### src/rtl/output_collector_if.sv
// Parallel handshake bundle between the output-layer MAC, the collector and the max selector.
// The master side drives the beats and the acknowledge; the slave side is the collector.
interface output_collector_if #(
    parameter int DATA_W = 26
);
    logic [DATA_W-1:0] In_Data;
    logic              In_Valid;
    logic              In_First;
    logic              In_Ready;
    logic [DATA_W-1:0] Out_0;
    logic [DATA_W-1:0] Out_1;
    logic [DATA_W-1:0] Out_2;
    logic [DATA_W-1:0] Out_3;
    logic [DATA_W-1:0] Out_4;
    logic [DATA_W-1:0] Out_5;
    logic [DATA_W-1:0] Out_6;
    logic [DATA_W-1:0] Out_7;
    logic [DATA_W-1:0] Out_8;
    logic [DATA_W-1:0] Out_9;
    logic              Frame_Valid;
    logic              Frame_Ack;
    logic              Sync_Err;
    logic [7:0]        Frame_Cnt;

    modport master (
        output In_Data, In_Valid, In_First, Frame_Ack,
        input  In_Ready, Frame_Valid, Sync_Err, Frame_Cnt,
        input  Out_0, Out_1, Out_2, Out_3, Out_4, Out_5, Out_6, Out_7, Out_8, Out_9
    );

    modport slave (
        input  In_Data, In_Valid, In_First, Frame_Ack,
        output In_Ready, Frame_Valid, Sync_Err, Frame_Cnt,
        output Out_0, Out_1, Out_2, Out_3, Out_4, Out_5, Out_6, Out_7, Out_8, Out_9
    );
endinterface

### src/rtl/output_collector.sv
// Gathers ten neuron results into a frozen parallel bank, holds it until acknowledged,
// and flags framing errors (missing or early In_First) stickily.
module output_collector #(
    parameter int DATA_W = 26,
    parameter int N_OUT  = 10
) (
    input  logic                clk,
    input  logic                GlobalReset,
    output_collector_if.slave   bus
);
    localparam logic [3:0] LAST_IDX = 4'(N_OUT - 1);

    typedef enum logic {COLLECT, HOLD} state_t;

    state_t            state_reg;
    logic [3:0]        idx_reg;
    logic [DATA_W-1:0] bank_reg [N_OUT];
    logic              ready_reg;
    logic              frame_valid_reg;
    logic              sync_err_reg;
    logic [7:0]        frame_cnt_reg;

    // ready_reg is held low through reset and rises on the first edge after release.
    always_ff @(posedge clk or posedge GlobalReset) begin
        if (GlobalReset) begin
            state_reg       <= COLLECT;
            idx_reg         <= 4'd0;
            ready_reg       <= 1'b0;
            frame_valid_reg <= 1'b0;
            sync_err_reg    <= 1'b0;
            frame_cnt_reg   <= 8'd0;
            for (int i = 0; i < N_OUT; i++) begin
                bank_reg[i] <= '0;
            end
        end else begin
            case (state_reg)
                COLLECT: begin
                    ready_reg <= 1'b1;
                    if (bus.In_Valid && ready_reg) begin
                        if (bus.In_First) begin
                            bank_reg[0] <= bus.In_Data;
                            idx_reg     <= 4'd1;
                            if (idx_reg != 4'd0) begin
                                sync_err_reg <= 1'b1;
                            end
                        end else if (idx_reg == 4'd0) begin
                            sync_err_reg <= 1'b1;
                        end else begin
                            bank_reg[idx_reg] <= bus.In_Data;
                            if (idx_reg == LAST_IDX) begin
                                idx_reg         <= 4'd0;
                                state_reg       <= HOLD;
                                ready_reg       <= 1'b0;
                                frame_valid_reg <= 1'b1;
                                frame_cnt_reg   <= frame_cnt_reg + 8'd1;
                            end else begin
                                idx_reg <= idx_reg + 4'd1;
                            end
                        end
                    end
                end
                HOLD: begin
                    if (bus.Frame_Ack) begin
                        state_reg       <= COLLECT;
                        ready_reg       <= 1'b1;
                        frame_valid_reg <= 1'b0;
                    end
                end
            endcase
        end
    end

    assign bus.In_Ready    = ready_reg;
    assign bus.Frame_Valid = frame_valid_reg;
    assign bus.Sync_Err    = sync_err_reg;
    assign bus.Frame_Cnt   = frame_cnt_reg;
    assign bus.Out_0       = bank_reg[0];
    assign bus.Out_1       = bank_reg[1];
    assign bus.Out_2       = bank_reg[2];
    assign bus.Out_3       = bank_reg[3];
    assign bus.Out_4       = bank_reg[4];
    assign bus.Out_5       = bank_reg[5];
    assign bus.Out_6       = bank_reg[6];
    assign bus.Out_7       = bank_reg[7];
    assign bus.Out_8       = bank_reg[8];
    assign bus.Out_9       = bank_reg[9];
endmodule
### src/flat_wrapper.sv
// flat-port wrapper written by rule: the top's interface ports become plain ports
module output_collector_flat 
#(
    parameter int DATA_W = 26,
    parameter int N_OUT  = 10
)
  (clk, GlobalReset, bus_In_Data, bus_In_Valid, bus_In_First, bus_Frame_Ack, bus_In_Ready, bus_Frame_Valid, bus_Sync_Err, bus_Frame_Cnt, bus_Out_0, bus_Out_1, bus_Out_2, bus_Out_3, bus_Out_4, bus_Out_5, bus_Out_6, bus_Out_7, bus_Out_8, bus_Out_9);
  output_collector_if #(.DATA_W(DATA_W)) bus_i ();
  input  logic clk;
  input  logic GlobalReset;
  input wire logic [$bits(bus_i.In_Data)-1:0] bus_In_Data;
  input wire logic [$bits(bus_i.In_Valid)-1:0] bus_In_Valid;
  input wire logic [$bits(bus_i.In_First)-1:0] bus_In_First;
  input wire logic [$bits(bus_i.Frame_Ack)-1:0] bus_Frame_Ack;
  output wire logic [$bits(bus_i.In_Ready)-1:0] bus_In_Ready;
  output wire logic [$bits(bus_i.Frame_Valid)-1:0] bus_Frame_Valid;
  output wire logic [$bits(bus_i.Sync_Err)-1:0] bus_Sync_Err;
  output wire logic [$bits(bus_i.Frame_Cnt)-1:0] bus_Frame_Cnt;
  output wire logic [$bits(bus_i.Out_0)-1:0] bus_Out_0;
  output wire logic [$bits(bus_i.Out_1)-1:0] bus_Out_1;
  output wire logic [$bits(bus_i.Out_2)-1:0] bus_Out_2;
  output wire logic [$bits(bus_i.Out_3)-1:0] bus_Out_3;
  output wire logic [$bits(bus_i.Out_4)-1:0] bus_Out_4;
  output wire logic [$bits(bus_i.Out_5)-1:0] bus_Out_5;
  output wire logic [$bits(bus_i.Out_6)-1:0] bus_Out_6;
  output wire logic [$bits(bus_i.Out_7)-1:0] bus_Out_7;
  output wire logic [$bits(bus_i.Out_8)-1:0] bus_Out_8;
  output wire logic [$bits(bus_i.Out_9)-1:0] bus_Out_9;
  assign bus_i.In_Data = bus_In_Data;
  assign bus_i.In_Valid = bus_In_Valid;
  assign bus_i.In_First = bus_In_First;
  assign bus_i.Frame_Ack = bus_Frame_Ack;
  assign bus_In_Ready = bus_i.In_Ready;
  assign bus_Frame_Valid = bus_i.Frame_Valid;
  assign bus_Sync_Err = bus_i.Sync_Err;
  assign bus_Frame_Cnt = bus_i.Frame_Cnt;
  assign bus_Out_0 = bus_i.Out_0;
  assign bus_Out_1 = bus_i.Out_1;
  assign bus_Out_2 = bus_i.Out_2;
  assign bus_Out_3 = bus_i.Out_3;
  assign bus_Out_4 = bus_i.Out_4;
  assign bus_Out_5 = bus_i.Out_5;
  assign bus_Out_6 = bus_i.Out_6;
  assign bus_Out_7 = bus_i.Out_7;
  assign bus_Out_8 = bus_i.Out_8;
  assign bus_Out_9 = bus_i.Out_9;
  output_collector #(.DATA_W(DATA_W), .N_OUT(N_OUT)) u_core (.clk(clk), .GlobalReset(GlobalReset), .bus(bus_i));
endmodule
### config.mk
export PLATFORM = sky130hd
export DESIGN_NAME = output_collector_flat
export DESIGN_NICKNAME = d
export VERILOG_FILES = /design/src/rtl/output_collector_if.sv /design/src/rtl/output_collector.sv /design/src/flat_wrapper.sv
export SDC_FILE = /design/constraint.sdc
export NUM_CORES = 1
export LEC_CHECK = 0
export CAP_MARGIN = 20
export CORE_MARGIN = 10
export CORE_UTILIZATION = 48
export CTS_CLUSTER_SIZE = 30
export DETAILED_ROUTE_END_ITERATION = 10
export HOLD_SLACK_MARGIN = 0.02
export MAX_ROUTING_LAYER = met4
export PLACE_DENSITY = 0.81
export SETUP_SLACK_MARGIN = 0.05
export SYNTH_ARGS = -nofsm -noshare
export SYNTH_HDL_FRONTEND = slang
export SYNTH_SLANG_ARGS = --single-unit
### constraint.sdc
create_clock -name clk -period 12.5 [get_ports clk]
set_input_delay 3.75 -clock clk [delete_from_list [all_inputs] [get_ports clk]]
set_output_delay 3.75 -clock clk [all_outputs]
set_load 0.01 [all_outputs]
Word-level counts from Yosys, hierarchy flattened
Cells that the tools add are included.
- output and inout port bits: 271
- bits in registers: 276
- word-level logic and storage cells: 71
- input bits: 31
- order comparisons: 2
- equality and inequality tests: 8
- bitwise logic cells: 4
- reduce and logical (&&, ||, !) cells: 10
- mux-type cells: 29
- add/subtract/negate cells: 2
- operator list (kind ; count):
    bitwise mux 260 bit ; 1
    2-to-1 mux 260 bit ; 1
    demux 26 bit (select 4 bit) ; 1
    2-to-1 mux 26 bit ; 2
    2-to-1 mux 1 bit ; 18
    2-to-1 mux 4 bit ; 3
    AND reduction 5 bit ; 2
    adder 8 x 1 -> 8 bit, second input constant ; 1
    != test 2 bit, second input constant ; 4
    AND reduction 4 bit ; 2
    != test 2 x 1 -> 1 bit, second input constant ; 3
    case mux 1 bit (2 select lines) ; 3
    >= comparator 5 bit, second input constant ; 1
    less-than comparator 5 x 1 -> 1 bit, second input constant ; 1
    NOT 4 -> 5 bit ; 1
    adder 4 x 1 -> 4 bit, second input constant ; 1
    == test 4 bit, second input constant ; 1
    logical NOT 4 bit ; 1
    nonzero test 4 bit ; 1
    NOT 1 bit ; 3
    AND reduction 3 bit ; 1
    logical AND 1 bit ; 2
    nonzero test 2 bit ; 1

Logic depth before layout (Yosys ltp)
Gate-level depths: netlist (run 1).
- depth in word-level cells: 8
- gate-level depth with buffers: 7
- depth with buffers taken out: 4

Least setup slack after synthesis (run 1)
No wires, ideal clock.
- path type: input to register
- start: in bus_In_First
- end: reg u_core.bank_reg (netlist bit u_core.bus.Out_7[19])
- stages on the path: 5
- data required time: 12.372 ns
- library setup time: 0.128 ns
- arrival time: 4.955 ns
- path buffers: 2
- setup slack: 7.418 ns
- cells stage by stage: nand4bb_1 buf_2 nor3b_4 buf_6 mux2_1
- cells in the longest elaborated chain, start to end: 2
- RTL lines (item ; RTL line ; source):
    from (decl) ; flat_wrapper.sv:13 ; input wire logic [$bits(bus_i.In_First)-1:0] bus_In_First;
    NOT 1 bit (no line) ; -- ;
    AND reduction 4 bit (no line) ; -- ;
    to (signal, indexed assignment) ; output_collector.sv:49 ; bank_reg[idx_reg] <= bus.In_Data;
    to (decl) ; output_collector.sv:17 ; logic [DATA_W-1:0] bank_reg [N_OUT];
No other way between the ends.
A chain may end at the register's enable or synchronous reset.

Worst setup path after layout (run 1)
- start: in bus_In_First
- end: reg u_core.bank_reg (netlist bit u_core.bus.Out_8[13])
The elaborated chain is that of the path after synthesis.

==> flow_metrics.tcl, run 1 <==
set metrics [dict create \
    clockBufferDepth 3 \
    place_hpwl_microns 20200 \
    clk_latency_ps 540 \
    cts-hold-fix-buffers 0 \
    layout-drive-gt1-share 0.1183 \
    synthSimpleGateAreaFrac 0.02965 \
    dieHeight_microns 168.2 \
    syn-instance-count 661 \
    cp-start-kind "primary input" \
    max-cap-violations 0 \
    die_w_microns 168.2 \
    yosysWarnings 0 \
    vias 6658 \
    cts_resized 0 \
    worstPathCellList "clkdlybuf4s50_1 > and4bb_1 > nand3_2 > mux2_1" \
    async_flop_share 1.000 \
    rsz0062_at_grt "no" \
    dieArea_sq_mm 0.02831 \
    postCtsSetupBuffers 0 \
    synth.area.mux_share 0.2509 \
    worstReg2RegStart "u_core.state_reg" \
    synth_compound_area_frac 0.03084 \
    required_ps 12900 \
    wl_microns 29340 \
    synth_edf_count 0 \
    status "finished, final reports clean" \
    netlist_area_sq_mm 0.01055 \
    max_stage_delay_ps 900 \
    wl_per_cell_microns 23.59 \
    dpl.cell_count 1191 \
    clock-root-buffer "clkbuf_16" \
    cts_tree "done" \
    setup.worst_path.end "u_core.bus.Out_8[13]" \
    arrival_ps 6400 \
    max_slew_margin 0.3136 \
    final_net_count 975 \
    grt_pass1_vias 7139 \
    core_sq_mm 0.02176 \
    setup_tns_ps 0 \
    grt_pass1_wl_microns 44620 \
    cts.sinks 276 \
    grt_max_degree 144 \
    tightest_slew_ps 1028 \
    peakVddDrop_v 0.0001500 \
    finClkSkew_ps 13.01 \
    hold_class "register to register" \
    critPathTopFamily "simple AND/OR/NAND/NOR gates" \
    synth-seq-area-share 0.6547 \
    synth_top_family_by_area "multiplexers" \
    diodes 0 \
    worstPathMaxFanout 26 \
    finalMaxSlewViolations 0 \
    ff2ff_path_depth 3 \
    syn_avg_cell_area_sq_um 15.96 \
    cp.depth 4 \
    route.detailed.drc 0 \
    final_common_cell "clkdlybuf4s50_1" \
    critPathLaunch "bus_In_First" \
    first_pass_iters 4 \
    antenna_found_initial 0 \
    io_pins 302 \
    ys_seq_elements 276 \
    rows 54 \
    cts.clk_slew.worst_paths_ps 60 \
    power.density_mw_per_mm2 227.4 \
    hold_viol 0 \
    grt.overflow.total 0 \
    placement.io_buffers 301 \
    ctsHtreeMaxLevel 1 \
    fin_crit_sh 0.4801 \
    final_cell_mix "clkdlybuf4s50_1, dfrtp_1, mux2_1, mux2_2, clkbuf_16" \
    max_freq_mhz 166.6 \
    period_minus_slack_ps 6001 \
    endpoint_kind "register" \
    synth-xor-area-share 0.005812 \
    via_per_inst 5.352 \
    synth_top_area_frac 0.6547 \
    numCtsBuffers 29 \
    final_cells 1244 \
    path_buf_inv 1 \
    yosys.area.top_type "dfrtp_1" \
    drtIter0Drc 317 \
    place_congestion 0.8143 \
    r2r-end "u_core.bus.Out_8[13]" \
    r2r_setup_slack_ps 9810 \
    ant_nets 0 \
    synthAdderAreaFrac 0.002372 \
    fillCellCount 1486 \
    yosysUniqueCellTypes 43 \
    cp_slowest_cell "nand3_2" \
    area_delta_synth_final_pct 39.47 \
    track_usage 0.2057 \
    leakage_nw 6.871 \
    ys_top_cells_by_area "dfrtp_1, mux2_1, mux2_2" \
    start_util 0.4849 \
    hold_slack_ps 464.6 \
    syn_nets 694 \
    ys.flop_type "dfrtp_1" \
    criticalPathCategory "primary input to register" \
    setup_viol 0 \
]
[per-layer routing]
layer	vias up	wire [microns]	GRT usage
li1	2908	-	-
met1	3491	11960	0.2434
met2	217	14390	0.3379
met3	42	2359	0.06286
met4	0	633	0.05110
met5	-	0	-
[synthesized netlist by cell type, types with 5 or more instances]
| library cell | instances |
|---|---|
| a22o_1 | 26 |
| buf_1 | 26 |
| buf_2 | 22 |
| dfrtp_1 | 276 |
| inv_1 | 5 |
| mux2_1 | 186 |
| mux2_2 | 49 |
| nand2_1 | 5 |
| nand3_2 | 6 |
| xor2_1 | 5 |
[logic make-up (layout without fill, tap and decap cells)]
logic type,Yosys count,count (layout)
AOI/OAI and AO/OA,39,39
xor gates and xnor gates,7,7
adders and majority gates,2,2
buffers and inverters,60,363
DFF,276,276
muxes,235,235
and+or+nand+nor,42,42
[worst min path at each step]
stage,from,endpoint,slack (ps),cells after the start
6_report,u_core.bus.Frame_Cnt[7],u_core.bus.Frame_Cnt[7],460,1
5_1_grt,u_core.bus.Frame_Cnt[7],u_core.bus.Frame_Cnt[7],480,1
4_1_cts,u_core.bus.Sync_Err,u_core.bus.Sync_Err,470,1
3_5_place_dp,u_core.bus.Sync_Err,u_core.bus.Sync_Err,450,1
3_3_place_gp,u_core.bus.Sync_Err,u_core.bus.Sync_Err,440,1
2_1_floorplan,u_core.bus.Sync_Err,u_core.bus.Sync_Err,490,1
[stage by stage]
step / power, mW / area [sq um] / utilization / worst slack, ps
final: 3.346 / 14710 / 0.6763 / 6499
after global routing: 3.500 / 14710 / 0.6763 / 6413
after CTS: 3.387 / 14710 / 0.6763 / 6543
after detailed placement: 2.502 / 13720 / 0.6307 / 5981
after global placement: 2.466 / 13720 / 0.6307 / 6078
after floorplan: 1.750 / 10550 / - / 1141
[area by class of cell]
class / count / area [sq um] / area share
clock buffers: 44 / 882.1 / 0.05995
clock inverters: 9 / 110.1 / 0.007484
inverters: 5 / 26.28 / 0.001786
multi-input cells: 325 / 3382 / 0.2299
flip-flops and latches: 276 / 6907 / 0.4694
well taps: 280 / 350.3 / 0.02381
repair buffers: 305 / 3055 / 0.2077
[where the power goes]
group / leakage (nW) / internal [mW] / switching [mW]
logic: 2.79 / 0.666 / 0.463
registers: 3.61 / 1.19 / 0.158
clock network: 0.481 / 0.527 / 0.346
total: 6.87 / 2.38 / 0.968
Power figures use the tool's default switching activity.
==> run 2: changes to the inputs <==
Settings changed: CORE_UTILIZATION 48 to 43, PLACE_DENSITY 0.81 to 0.76.
Clock period 12.5 ns to 5 ns, I/O delays scaled along.
==> run 2 against run 1 <==
Compared with the run above: first-iteration DRC count rose by 39%; register-to-register slack got worse by 7200 ps; utilization fell by 6.4 points; sequential share of layout area fell by 0.43 points; critical endpoint is now u_core.bus.Out_9[19]; clock skew rose by 11 ps; worst hold slack improved by 9.6 ps; setup slack got worse by 5000 ps; largest cell class unchanged; flip-flop and latch count did not move; critical path depth rose by 1; combinational power rose to 2.5 times the previous value; total power rose by 150%; sequential power rose to 2.5 times the previous value.
==> flow_metrics.tcl, run 2 (synthesis gave the netlist of run 1 again) <==
set metrics [dict create \
    final_util 0.6124 \
    antenna_found_initial 0 \
    worstPathMaxFanout 18 \
    grt.overflow.total 0 \
    status "finished, final reports clean" \
    route.detailed.drc 0 \
    io_pins 302 \
    dieHeight_microns 176.6 \
    start_util 0.4350 \
    setup_viol 0 \
    hold_viol 0 \
    cts_tree "done" \
    power.density_mw_per_mm2 558.8 \
    drtIter0Drc 442 \
    grt_max_degree 92 \
    clock-root-buffer "clkbuf_16" \
    ctsHtreeMaxLevel 1 \
    layout-drive-gt1-share 0.1258 \
    finClkSkew_ps 24.29 \
    cts.clk_slew.worst_paths_ps 60 \
    place_area_sq_mm 0.01391 \
    rsz0062_at_grt "no" \
    final_common_cell "clkdlybuf4s50_1" \
    vias 6690 \
    core_sq_mm 0.02425 \
    first_pass_iters 6 \
    worstReg2RegStart "u_core.idx_reg[0]" \
    rows 57 \
    dieArea_sq_mm 0.03120 \
    hold_slack_ps 474.2 \
    placement.io_buffers 301 \
    critPathLaunch "bus_In_First" \
    numCtsBuffers 29 \
    grt_pass1_wl_microns 46460 \
    place_hpwl_microns 21490 \
    postCtsSetupBuffers 0 \
    wl_per_cell_microns 23.66 \
    final_cells 1302 \
    ant_nets 0 \
    period_minus_slack_ps 3491 \
    dpl.cell_count 1248 \
    fin_total_pwr_mw 8.298 \
    die_w_microns 176.6 \
    diodes 0 \
    criticalPathCategory "primary input to register" \
    hp-start "u_core.bus.Sync_Err" \
    grt_pass1_vias 7102 \
    fillCellCount 1853 \
    wl_microns 30810 \
    leakage_nw 6.916 \
    finalMaxSlewViolations 0 \
    setup_tns_ps 0 \
    clk_latency_ps 550 \
    pre_cts_ws_ps 950.1 \
    final_cell_mix "clkdlybuf4s50_1, dfrtp_1, mux2_1, mux2_2, clkbuf_16" \
    fin_crit_sh 0.6981 \
    cts_resized 0 \
    place_congestion 0.8048 \
    peakVddDrop_v 0.0003811 \
    via_per_inst 5.138 \
    final_net_count 988 \
    cts.sinks 276 \
    cts-hold-fix-buffers 0 \
    tightest_slew_ps 676.3 \
    arrival_ps 3890 \
    endpoint_kind "register" \
    max_freq_mhz 286.5 \
    clockBufferDepth 3 \
    max_slew_margin 0.5482 \
    max-cap-violations 0 \
    area_delta_synth_final_pct 40.78 \
    hold_class "register to register" \
    fin_ws_ps 1509 \
    required_ps 5400 \
    track_usage 0.1991 \
    cp-start-kind "primary input" \
    fin_area_sq_mm 0.01485 \
]
run 2: cell types whose count changed in the layout (fill, tap and decap cells not counted), sizes merged:
cell / change
buf: +13
clkbuf: +3
clkinv: +2
inv: -2
bufinv: -1
clkinvlp: -1
run 2: worst paths after layout:
path                                             end  slack, ps  cells past startpoint
worst max register to register  u_core.bus.Out_0[14]       2570                      5
min in group asynchronous        u_core.bus.Out_7[6]       1400                      2
worst min register to register   u_core.bus.Sync_Err        470                      1
max in group asynchronous        u_core.bus.In_Ready       2630                      4
worst max-delay path            u_core.bus.Out_9[19]       1510                      5
worst min-delay path             u_core.bus.Sync_Err        470                      1
run 2: layout make-up:
cell class	count	area [sq um]	share of cell area
timing repair buffer	318	3191	0.2148
clock inverter	7	70.07	0.004718
clock buffer	47	873.3	0.05881
sequential	276	6907	0.4651
inverter	5	22.52	0.001517
tap	324	405.4	0.02730
multi-input combinational	325	3382	0.2277
run 2: critical path: stages:
cell and delay [ps]:
clkdlybuf4s50_1 500, and4bb_1 660, nand3_2 470, buf_4 410
mux2_1 350
run 2: layer usage:
layer,share of wire,global-route usage,vias up
met5,0,-,-
met2,0.49,0.3283,243
met4,0.023,0.05149,0
li1,-,-,2948
met1,0.40,0.2358,3458
met3,0.080,0.05718,41
run 2: where the power goes:
group | switching, mW | internal, mW
Clock | 0.849 | 1.24
Sequential | 0.405 | 2.97
Combinational | 1.17 | 1.67
Total | 2.42 | 5.88
==> run 3: changes to the inputs <==
Settings changed: CORE_UTILIZATION 43 to 48, PLACE_DENSITY 0.76 to 0.81.
Clock period 5 ns to 3.4 ns, I/O delays scaled along.
==> run 3 against run 2 <==
Compared with the run above: register-to-register slack got worse by 1500 ps; die area fell by 9.3%; count of clock-buffer cells in the layout down 5; clock skew decreased by 16 ps; combinational power is 47% higher; cell count shrank 3.4%; sequential power is 48% higher; worst hold slack worse by 15 ps; setup slack got worse by 910 ps; sequential share of layout area decreased by 0.055 points; final area grew 0.12%; first-iteration DRC count down 4.1%; largest cell class unchanged.
==> flow_metrics.tcl, run 3 (synthesis gave the netlist of run 1 again) <==
set metrics [dict create \
    cts_tree "done" \
    cts-hold-fix-buffers 0 \
    endpoint_kind "register" \
    grt_pass1_wl_microns 45440 \
    finClkSkew_ps 8.040 \
    numCtsBuffers 29 \
    ctsHtreeMaxLevel 1 \
    cts_resized 0 \
    final_cell_mix "clkdlybuf4s50_1, dfrtp_1, mux2_1, mux2_2, clkbuf_16" \
    tightest_slew_ps 605.8 \
    fin_total_pwr_mw 12.30 \
    wl_microns 29630 \
    r2r_setup_slack_ps 1040 \
    fin_crit_sh 0.8226 \
    first_pass_iters 4 \
    die_w_microns 168.2 \
    fin_area_sq_mm 0.01487 \
    antenna_found_initial 0 \
    max-cap-violations 0 \
    rsz0062_at_grt "no" \
    track_usage 0.2088 \
    pwr-share-comb 0.340 \
    required_ps 3800 \
    worstReg2RegStart "u_core.idx_reg[0]" \
    critPathLaunch "bus_In_First" \
    worstPathMaxFanout 26 \
    leakage_nw 6.964 \
    clk_latency_ps 520 \
    clock-root-buffer "clkbuf_16" \
    wl_per_cell_microns 23.55 \
    power.density_mw_per_mm2 827.4 \
    core_sq_mm 0.02176 \
    hp-start "u_core.bus.Sync_Err" \
    hold_viol 0 \
    grt.overflow.total 0 \
    arrival_ps 3200 \
    hold_class "register to register" \
    place_area_sq_mm 0.01391 \
    max_stage_delay_ps 620 \
    max_slew_margin 0.5961 \
    period_minus_slack_ps 2797 \
    setup_viol 0 \
    finalMaxSlewViolations 0 \
    cts.sinks 276 \
    dieArea_sq_mm 0.02831 \
    p_sw_frac 0.2912 \
    io_pins 302 \
    status "finished, final reports clean" \
    placement.io_buffers 301 \
    cts.clk_slew.worst_paths_ps 60 \
    final_common_cell "clkdlybuf4s50_1" \
    layout-drive-gt1-share 0.1319 \
    drtIter0Drc 424 \
    vias 6718 \
    area_delta_synth_final_pct 40.94 \
    dpl.cell_count 1209 \
    clockBufferDepth 3 \
    max_freq_mhz 357.5 \
    place_congestion 0.7771 \
    rows 54 \
    dieHeight_microns 168.2 \
    seqPwrFrac 0.405 \
    cp_slowest_cell "and4bb_1" \
    postCtsSetupBuffers 0 \
    criticalPathCategory "primary input to register" \
    place_hpwl_microns 21570 \
    grt_pass1_vias 7133 \
    worstPathCellList "clkdlybuf4s50_1 > and4bb_1 > nand4_4 > mux2_1" \
    power.net_switching_mw 3.582 \
    clockPowerShare 0.255 \
    final_net_count 993 \
    intPower_mw 8.720 \
    ant_nets 0 \
    peakVddDrop_v 0.0005376 \
    start_util 0.4849 \
    grt_max_degree 104 \
    via_per_inst 5.340 \
    final_cells 1258 \
    cp-start-kind "primary input" \
    diodes 0 \
    route.detailed.drc 0 \
    final_util 0.6834 \
]
## run 3: worst paths after layout
kind / endpoint / cells past startpoint
worst min register to register: u_core.bus.Sync_Err / 1
worst max-delay path: u_core.bus.Out_3[11] / 4
max in group asynchronous: u_core.bus.Out_4[9] / 3
worst min-delay path: u_core.bus.Sync_Err / 1
min in group asynchronous: u_core.bus.Out_1[13] / 3
worst max register to register: u_core.bus.Out_0[2] / 5
## run 3: per-stage QoR
step	hold slack [ps]	setup TNS, ps	worst slack [ps]
finish	458.9	0	603.2
global route	488.6	0	454.1
CTS	462.5	0	597.2
detailed placement	449.9	0	67.72
global placement	439.2	0	124.3
floorplan	493.2	-350900	-1271
## run 3: metal layers
layer  share of wire  up-vias  track usage
met5               0        -            -
met4           0.035        0      0.07078
met3           0.078       54      0.06333
met2            0.49      231       0.3358
met1            0.40     3501       0.2458
li1                -     2932            -
## run 3: critical path, delay by kind of cell
kind                   cells  cell delay [ps]
AND/OR/NAND/NOR            2             1160
multiplexers               1              520
buffers and inverters      1              480
## run 3: power groups by stage
| stage | combinational (mW) | sequential (mW) | clock (mW) |
|---|---|---|---|
| 2_1_floorplan | 0.991 | 5.44 | 0 |
| 3_3_place_gp | 4.16 | 4.96 | 0 |
| 3_5_place_dp | 4.25 | 5.03 | 0 |
| 4_1_cts | 4.27 | 4.99 | 3.20 |
| 5_1_grt | 4.44 | 5.12 | 3.34 |
| 6_report | 4.18 | 4.98 | 3.14 |
## run 3: final cells by class
cell class                 count  area, sq um
multi-input combinational    325         3382
fill                        1519         6888
clock inverter                 7        88.84
inverter                       5        22.52
clock buffer                  42        864.6
timing repair buffer         323         3253
tap                          280        350.3
sequential                   276         6907
